$ cat config.mk
export PLATFORM = sky130hd
export DESIGN_NAME = exp6_mostra_sequencia_flat
export DESIGN_NICKNAME = d
export VERILOG_FILES = /design/src/rtl/exp6_mostra_sequencia_if.sv /design/src/rtl/exp6_mostra_sequencia.sv /design/src/flat_wrapper.sv
export SDC_FILE = /design/constraint.sdc
export NUM_CORES = 1
export LEC_CHECK = 0
export ABC_AREA = 1
export CAP_MARGIN = 20
export CORE_ASPECT_RATIO = 1.2
export CORE_UTILIZATION = 48
export CTS_BUF_LIST = sky130_fd_sc_hd__clkbuf_8
export DETAILED_ROUTE_END_ITERATION = 8
export PLACE_DENSITY = 0.77
export SKIP_CTS_REPAIR_TIMING = 1
export SYNTH_ARGS = -nofsm -noshare
export SYNTH_HDL_FRONTEND = slang
export SYNTH_SLANG_ARGS = --single-unit
$ cat constraint.sdc
create_clock -name clock -period 1.39 [get_ports clock]
set_input_delay 0.417 -clock clock [delete_from_list [all_inputs] [get_ports clock]]
set_output_delay 0.417 -clock clock [all_outputs]
set_load 0.1 [all_outputs]
$ cat src/rtl/exp6_mostra_sequencia_if.sv
// Control/memory/display bundle for the sequence playback block.
// The master side drives start/abort and the memory read data; the slave side is the player.
interface exp6_mostra_sequencia_if;
  logic       iniciar;
  logic [3:0] rodada;
  logic       rapido;
  logic       abortar;
  logic [3:0] dado_memoria;
  logic [3:0] endereco;
  logic [3:0] leds;
  logic       toca;
  logic       ocupado;
  logic       pronto;
  logic [2:0] db_estado;

  modport master (
    output iniciar, rodada, rapido, abortar, dado_memoria,
    input  endereco, leds, toca, ocupado, pronto, db_estado
  );

  modport slave (
    input  iniciar, rodada, rapido, abortar, dado_memoria,
    output endereco, leds, toca, ocupado, pronto, db_estado
  );
endinterface

$ cat src/rtl/exp6_mostra_sequencia.sv
// Genius sequence playback: walks memory 0..rodada, lighting each move for T_on
// cycles and blanking for T_off cycles, then pulses pronto.
module exp6_mostra_sequencia #(
  parameter int ON_CYCLES  = 1000,
  parameter int OFF_CYCLES = 500
) (
  input logic                    clock,
  input logic                    reset,
  exp6_mostra_sequencia_if.slave bus
);

  localparam int MAX_CYCLES = (ON_CYCLES > OFF_CYCLES) ? ON_CYCLES : OFF_CYCLES;
  localparam int TW         = $clog2(MAX_CYCLES);

  localparam logic [TW-1:0] ON_LAST_N  = TW'(ON_CYCLES - 1);
  localparam logic [TW-1:0] ON_LAST_R  = TW'(ON_CYCLES / 2 - 1);
  localparam logic [TW-1:0] OFF_LAST_N = TW'(OFF_CYCLES - 1);
  localparam logic [TW-1:0] OFF_LAST_R = TW'(OFF_CYCLES / 2 - 1);

  typedef enum logic [2:0] {
    OCIOSO  = 3'd0,
    BUSCA   = 3'd1,
    ACESO   = 3'd2,
    APAGADO = 3'd3,
    FIM     = 3'd4
  } estado_t;

  estado_t       estado_q,   estado_d;
  logic [3:0]    endereco_q, endereco_d;
  logic [3:0]    rodada_q,   rodada_d;
  logic          rapido_q,   rapido_d;
  logic [3:0]    leds_q,     leds_d;
  logic [TW-1:0] timer_q,    timer_d;
  logic          fim_on;
  logic          fim_off;

  always_comb begin
    estado_d   = estado_q;
    endereco_d = endereco_q;
    rodada_d   = rodada_q;
    rapido_d   = rapido_q;
    leds_d     = leds_q;
    timer_d    = timer_q;

    fim_on  = (timer_q == (rapido_q ? ON_LAST_R  : ON_LAST_N));
    fim_off = (timer_q == (rapido_q ? OFF_LAST_R : OFF_LAST_N));

    // Abort overrides everything, including a simultaneous start in OCIOSO.
    if (bus.abortar) begin
      estado_d = OCIOSO;
      timer_d  = '0;
    end else begin
      case (estado_q)
        OCIOSO: begin
          if (bus.iniciar) begin
            rodada_d   = bus.rodada;
            rapido_d   = bus.rapido;
            endereco_d = '0;
            timer_d    = '0;
            estado_d   = BUSCA;
          end
        end
        BUSCA: begin
          leds_d   = bus.dado_memoria;
          timer_d  = '0;
          estado_d = ACESO;
        end
        ACESO: begin
          if (fim_on) begin
            timer_d  = '0;
            estado_d = APAGADO;
          end else begin
            timer_d = timer_q + 1'b1;
          end
        end
        APAGADO: begin
          if (fim_off) begin
            timer_d = '0;
            if (endereco_q == rodada_q) begin
              estado_d = FIM;
            end else begin
              endereco_d = endereco_q + 1'b1;
              estado_d   = BUSCA;
            end
          end else begin
            timer_d = timer_q + 1'b1;
          end
        end
        FIM:     estado_d = OCIOSO;
        default: estado_d = OCIOSO;
      endcase
    end
  end

  always_ff @(posedge clock) begin
    if (reset) begin
      estado_q   <= OCIOSO;
      endereco_q <= '0;
      rodada_q   <= '0;
      rapido_q   <= 1'b0;
      leds_q     <= '0;
      timer_q    <= '0;
    end else begin
      estado_q   <= estado_d;
      endereco_q <= endereco_d;
      rodada_q   <= rodada_d;
      rapido_q   <= rapido_d;
      leds_q     <= leds_d;
      timer_q    <= timer_d;
    end
  end

  assign bus.endereco  = endereco_q;
  assign bus.leds      = (estado_q == ACESO) ? leds_q : '0;
  assign bus.toca      = (estado_q == ACESO);
  assign bus.ocupado   = (estado_q != OCIOSO);
  assign bus.pronto    = (estado_q == FIM);
  assign bus.db_estado = estado_q;

endmodule
$ cat src/flat_wrapper.sv
// flat-port wrapper written by rule: the top's interface ports become plain ports
module exp6_mostra_sequencia_flat 
#(
  parameter int ON_CYCLES  = 1000,
  parameter int OFF_CYCLES = 500
)
  (clock, reset, bus_iniciar, bus_rodada, bus_rapido, bus_abortar, bus_dado_memoria, bus_endereco, bus_leds, bus_toca, bus_ocupado, bus_pronto, bus_db_estado);
  exp6_mostra_sequencia_if bus_i ();
  input logic clock;
  input logic reset;
  input wire logic [$bits(bus_i.iniciar)-1:0] bus_iniciar;
  input wire logic [$bits(bus_i.rodada)-1:0] bus_rodada;
  input wire logic [$bits(bus_i.rapido)-1:0] bus_rapido;
  input wire logic [$bits(bus_i.abortar)-1:0] bus_abortar;
  input wire logic [$bits(bus_i.dado_memoria)-1:0] bus_dado_memoria;
  output wire logic [$bits(bus_i.endereco)-1:0] bus_endereco;
  output wire logic [$bits(bus_i.leds)-1:0] bus_leds;
  output wire logic [$bits(bus_i.toca)-1:0] bus_toca;
  output wire logic [$bits(bus_i.ocupado)-1:0] bus_ocupado;
  output wire logic [$bits(bus_i.pronto)-1:0] bus_pronto;
  output wire logic [$bits(bus_i.db_estado)-1:0] bus_db_estado;
  assign bus_i.iniciar = bus_iniciar;
  assign bus_i.rodada = bus_rodada;
  assign bus_i.rapido = bus_rapido;
  assign bus_i.abortar = bus_abortar;
  assign bus_i.dado_memoria = bus_dado_memoria;
  assign bus_endereco = bus_i.endereco;
  assign bus_leds = bus_i.leds;
  assign bus_toca = bus_i.toca;
  assign bus_ocupado = bus_i.ocupado;
  assign bus_pronto = bus_i.pronto;
  assign bus_db_estado = bus_i.db_estado;
  exp6_mostra_sequencia #(.ON_CYCLES(ON_CYCLES), .OFF_CYCLES(OFF_CYCLES)) u_core (.clock(clock), .reset(reset), .bus(bus_i));
endmodule
==> flow_summary.toml <==
[synth]
synth-main-ff-cell = "dfxtp_1"
ys_seq_elements = 26
syn_area_per_cell_um2 = 6.752
syn_nets = 232
synth_top_area_cell = "dfxtp_1"
synth_edf_count = 0
synth_cell_types = 27
synth_most_common_cell = "nand2_1"
yosysWarningCount = 0
ys_top_cells_by_area = "dfxtp_1 36%, nand2_1 12%, inv_1 8.2%"
yosys.area.top_type_share = 0.3553
netlist_area_um2 = 1465
synth_commonest_cells = "45 x nand2_1, 32 x inv_1, 27 x nor2_1"
async_flop_share = 0
synth-seq-area-share = 0.3553
syn_inst = 217

[power]
p_per_area_nw_per_um2 = 714.4
ir_worst_vdd_mv = 0.6757
p_leak_nw = 1.035

[route]
drt_wl_total_mm = 5.154
vias = 1743
wl_per_cell_um = 16.36
ant_nets = 0
wl_met1_mm = 1.942
wl_met2_mm = 2.739
via_per_inst = 5.533
met3_length_um = 314
routed.top_layer = "met4"
dr.pass1.iters = 4
remaining_drc_errors = 0
drt_iter0_drc = 71

[sta]
timing.slew.headroom = 0.7931
maxClockFrequency_mhz = 528.6
setup_ws_ns = -0.5019
slew_viol_final = 0
worst_pin_slew_ns = 0.3104
finClkSkew_ns = 0.005020
holdWs_ns = 0.4763
fin_tns_setup_ns = -5.293
setup_viol = 29
hold_viol_final = 0
min_period_over_period = 1.361
rsz0062_at_grt = "true"
min_period_ns = 1.892

[worst_setup_path]
cpPeakStageDelay_ns = 0.36
crit_chain = "inv_4 > nand2_4 > nor2_4 > clkinvlp_4 > nor2_4 > buf_12"
reg2reg_depth = 10
cp-start-kind = "register"
slowest_stage = "dfxtp_4"
crit_top_cell = "nor2_4"
end_kind = "output port"
setup.worst_path.class = "reg2out"
r2r-end = "u_core.bus.endereco[1]$_SDFFE_PP0P_"
r2r_start = "u_core.bus.db_estado[2]$_SDFFE_PP0P_"
cp_data_arrival_time_ns = 1.47
rrSetupSlack_ns = -0.30
cp_max_fo = 5
required_ns = 0.97

[floorplanning]
start_util = 0.5163
die_w_um = 52.44
fp-row-count = 21
fp.coreArea_um2 = 2838
die-area_um2 = 3278
pin_count = 27
die_h_um = 62.52

[grt]
antenna_found_initial = 0
grtUsageTotal = 0.2461
first_global_vias = 1557
grt_pass1_wl_mm = 6.265
overflow = 0
grt_max_degree = 15

[clock_tree]
path_clk_slew_ns = 0.09
h-tree-depth = 1
clock_latency_ns = 0.27
cts-buffers-inserted = 3
root_buffer = "clkbuf_8"
cts_tree = "yes"
cts.sinks = 26
clock_path_buffers = 2

[placement]
placed_area_um2 = 2176
hpwl_mm = 2.931
gp_congestion = 0.8987
portBuffers = 26

[cells_and_area]
nNetsFinal = 297
syn2layout_area_growth_pct = 72.50
fin_area_um2 = 2527
utilization = 0.8907
drive_gt1_frac = 0.4342
num_antenna_cells = 0

[job]
drv_cap = 0

[min_path]
min-delay-start = "u_core.rodada_q[0]$_SDFFE_PP0P_"
worstHoldEndpoint = "u_core.rodada_q[0]$_SDFFE_PP0P_"
hold_path_depth = 2
hold_class = "reg2reg"

[outcome]
failed_checks = "setup timing"
outcome = "complete, but fails checks"
## per-layer routing
| metal | GRT usage | vias to the layer above |
|---|---|---|
| met4 | 0.1020 | 0 |
| met5 | 0 | - |
| met2 | 0.4320 | 92 |
| li1 | - | 824 |
| met3 | 0.03163 | 21 |
| met1 | 0.2879 | 806 |
## layout by cell type (no fill, tap or decap), types with 3 or more instances in the layout
| cell | Yosys | final |
|---|---|---|
| o21ai_0 | 11 | 5 |
| dfxtp_4 | 0 | 7 |
| o21ai_1 | 5 | 7 |
| a21oi_1 | 13 | 11 |
| nand3_2 | 5 | 4 |
| nor2_1 | 27 | 19 |
| dfxtp_2 | 0 | 3 |
| inv_2 | 7 | 6 |
| nand2_2 | 3 | 8 |
| clkbuf_8 | 0 | 3 |
| nand4_1 | 9 | 9 |
| buf_6 | 0 | 4 |
| dfxtp_1 | 26 | 16 |
| nand3_1 | 12 | 9 |
| nand2_4 | 1 | 4 |
| nor2_2 | 3 | 5 |
| clkdlybuf4s50_1 | 0 | 11 |
| inv_1 | 32 | 28 |
| o21ai_2 | 0 | 4 |
| buf_4 | 0 | 30 |
| buf_12 | 0 | 15 |
| nor2_4 | 0 | 6 |
| nand3_4 | 1 | 5 |
| nand2_1 | 45 | 35 |
## kinds of logic after synthesis
| group | synth area share |
|---|---|
| and+or+nand+nor | 0.3629 |
| buffers and inverters | 0.1059 |
| AOI/OAI and AO/OA | 0.1349 |
| DFF | 0.3553 |
| xor gates and xnor gates | 0.02392 |
| adders and majority gates | 0.01708 |
## metrics by stage
| step | std cells | setup WS [ns] | power (mW) |
|---|---|---|---|
| floorplan | 217 | -1.188 | 1.087 |
| global placement | 300 | -0.3202 | 1.263 |
| detailed placement | 300 | -0.3586 | 1.271 |
| CTS | 304 | -0.5188 | 1.700 |
| global route | 315 | -0.5524 | 1.876 |
| finish | 315 | -0.5019 | 1.806 |
## worst max path at each step
stage	cells after the start	startpoint	to	slack, ns
after floorplan	4	u_core.bus.db_estado[1]$_SDFFE_PP0P_	bus_leds[0]	-1.19
after global placement	6	bus_iniciar	u_core.bus.endereco[0]$_SDFFE_PP0P_	-0.32
after detailed placement	7	bus_iniciar	u_core.timer_q[8]$_SDFFE_PP0P_	-0.36
after CTS	6	u_core.bus.db_estado[2]$_SDFFE_PP0P_	bus_leds[0]	-0.52
after global routing	6	u_core.bus.db_estado[0]$_SDFFE_PP0P_	bus_leds[2]	-0.55
final	6	u_core.bus.db_estado[0]$_SDFFE_PP0P_	bus_leds[2]	-0.50
## cell type report
| class | count | area (um^2) |
|---|---|---|
| inverter | 40 | 173.9 |
| multi-input combinational | 150 | 1022 |
| fill | 120 | 310.3 |
| tap | 34 | 42.54 |
| clock inverter | 1 | 3.754 |
| clock buffer | 3 | 41.29 |
| timing repair buffer | 61 | 693.2 |
| sequential | 26 | 550.5 |
## sequential cells by signal (all words and copies together), names as in the netlist
register / cells
u_core.bus.db_estado: 3
u_core.bus.endereco: 4
u_core.leds_q: 4
u_core.rapido_q: 1
u_core.rodada_q: 4
u_core.timer_q: 10
## report_power, final
part | switching (mW) | internal, mW | leakage (nW)
sequential | 0.0316 | 0.767 | 0.218
clock | 0.245 | 0.198 | 0.0269
combinational | 0.342 | 0.221 | 0.790
total | 0.619 | 1.19 | 1.04
## worst max-delay path, delay by kind of cell (launching register included)
kind | cells | cell delay [ns]
buffers and inverters | 3 | 0.47
flip-flops | 1 | 0.36
AND/OR/NAND/NOR | 3 | 0.37
Power figures use the tool's default switching activity.
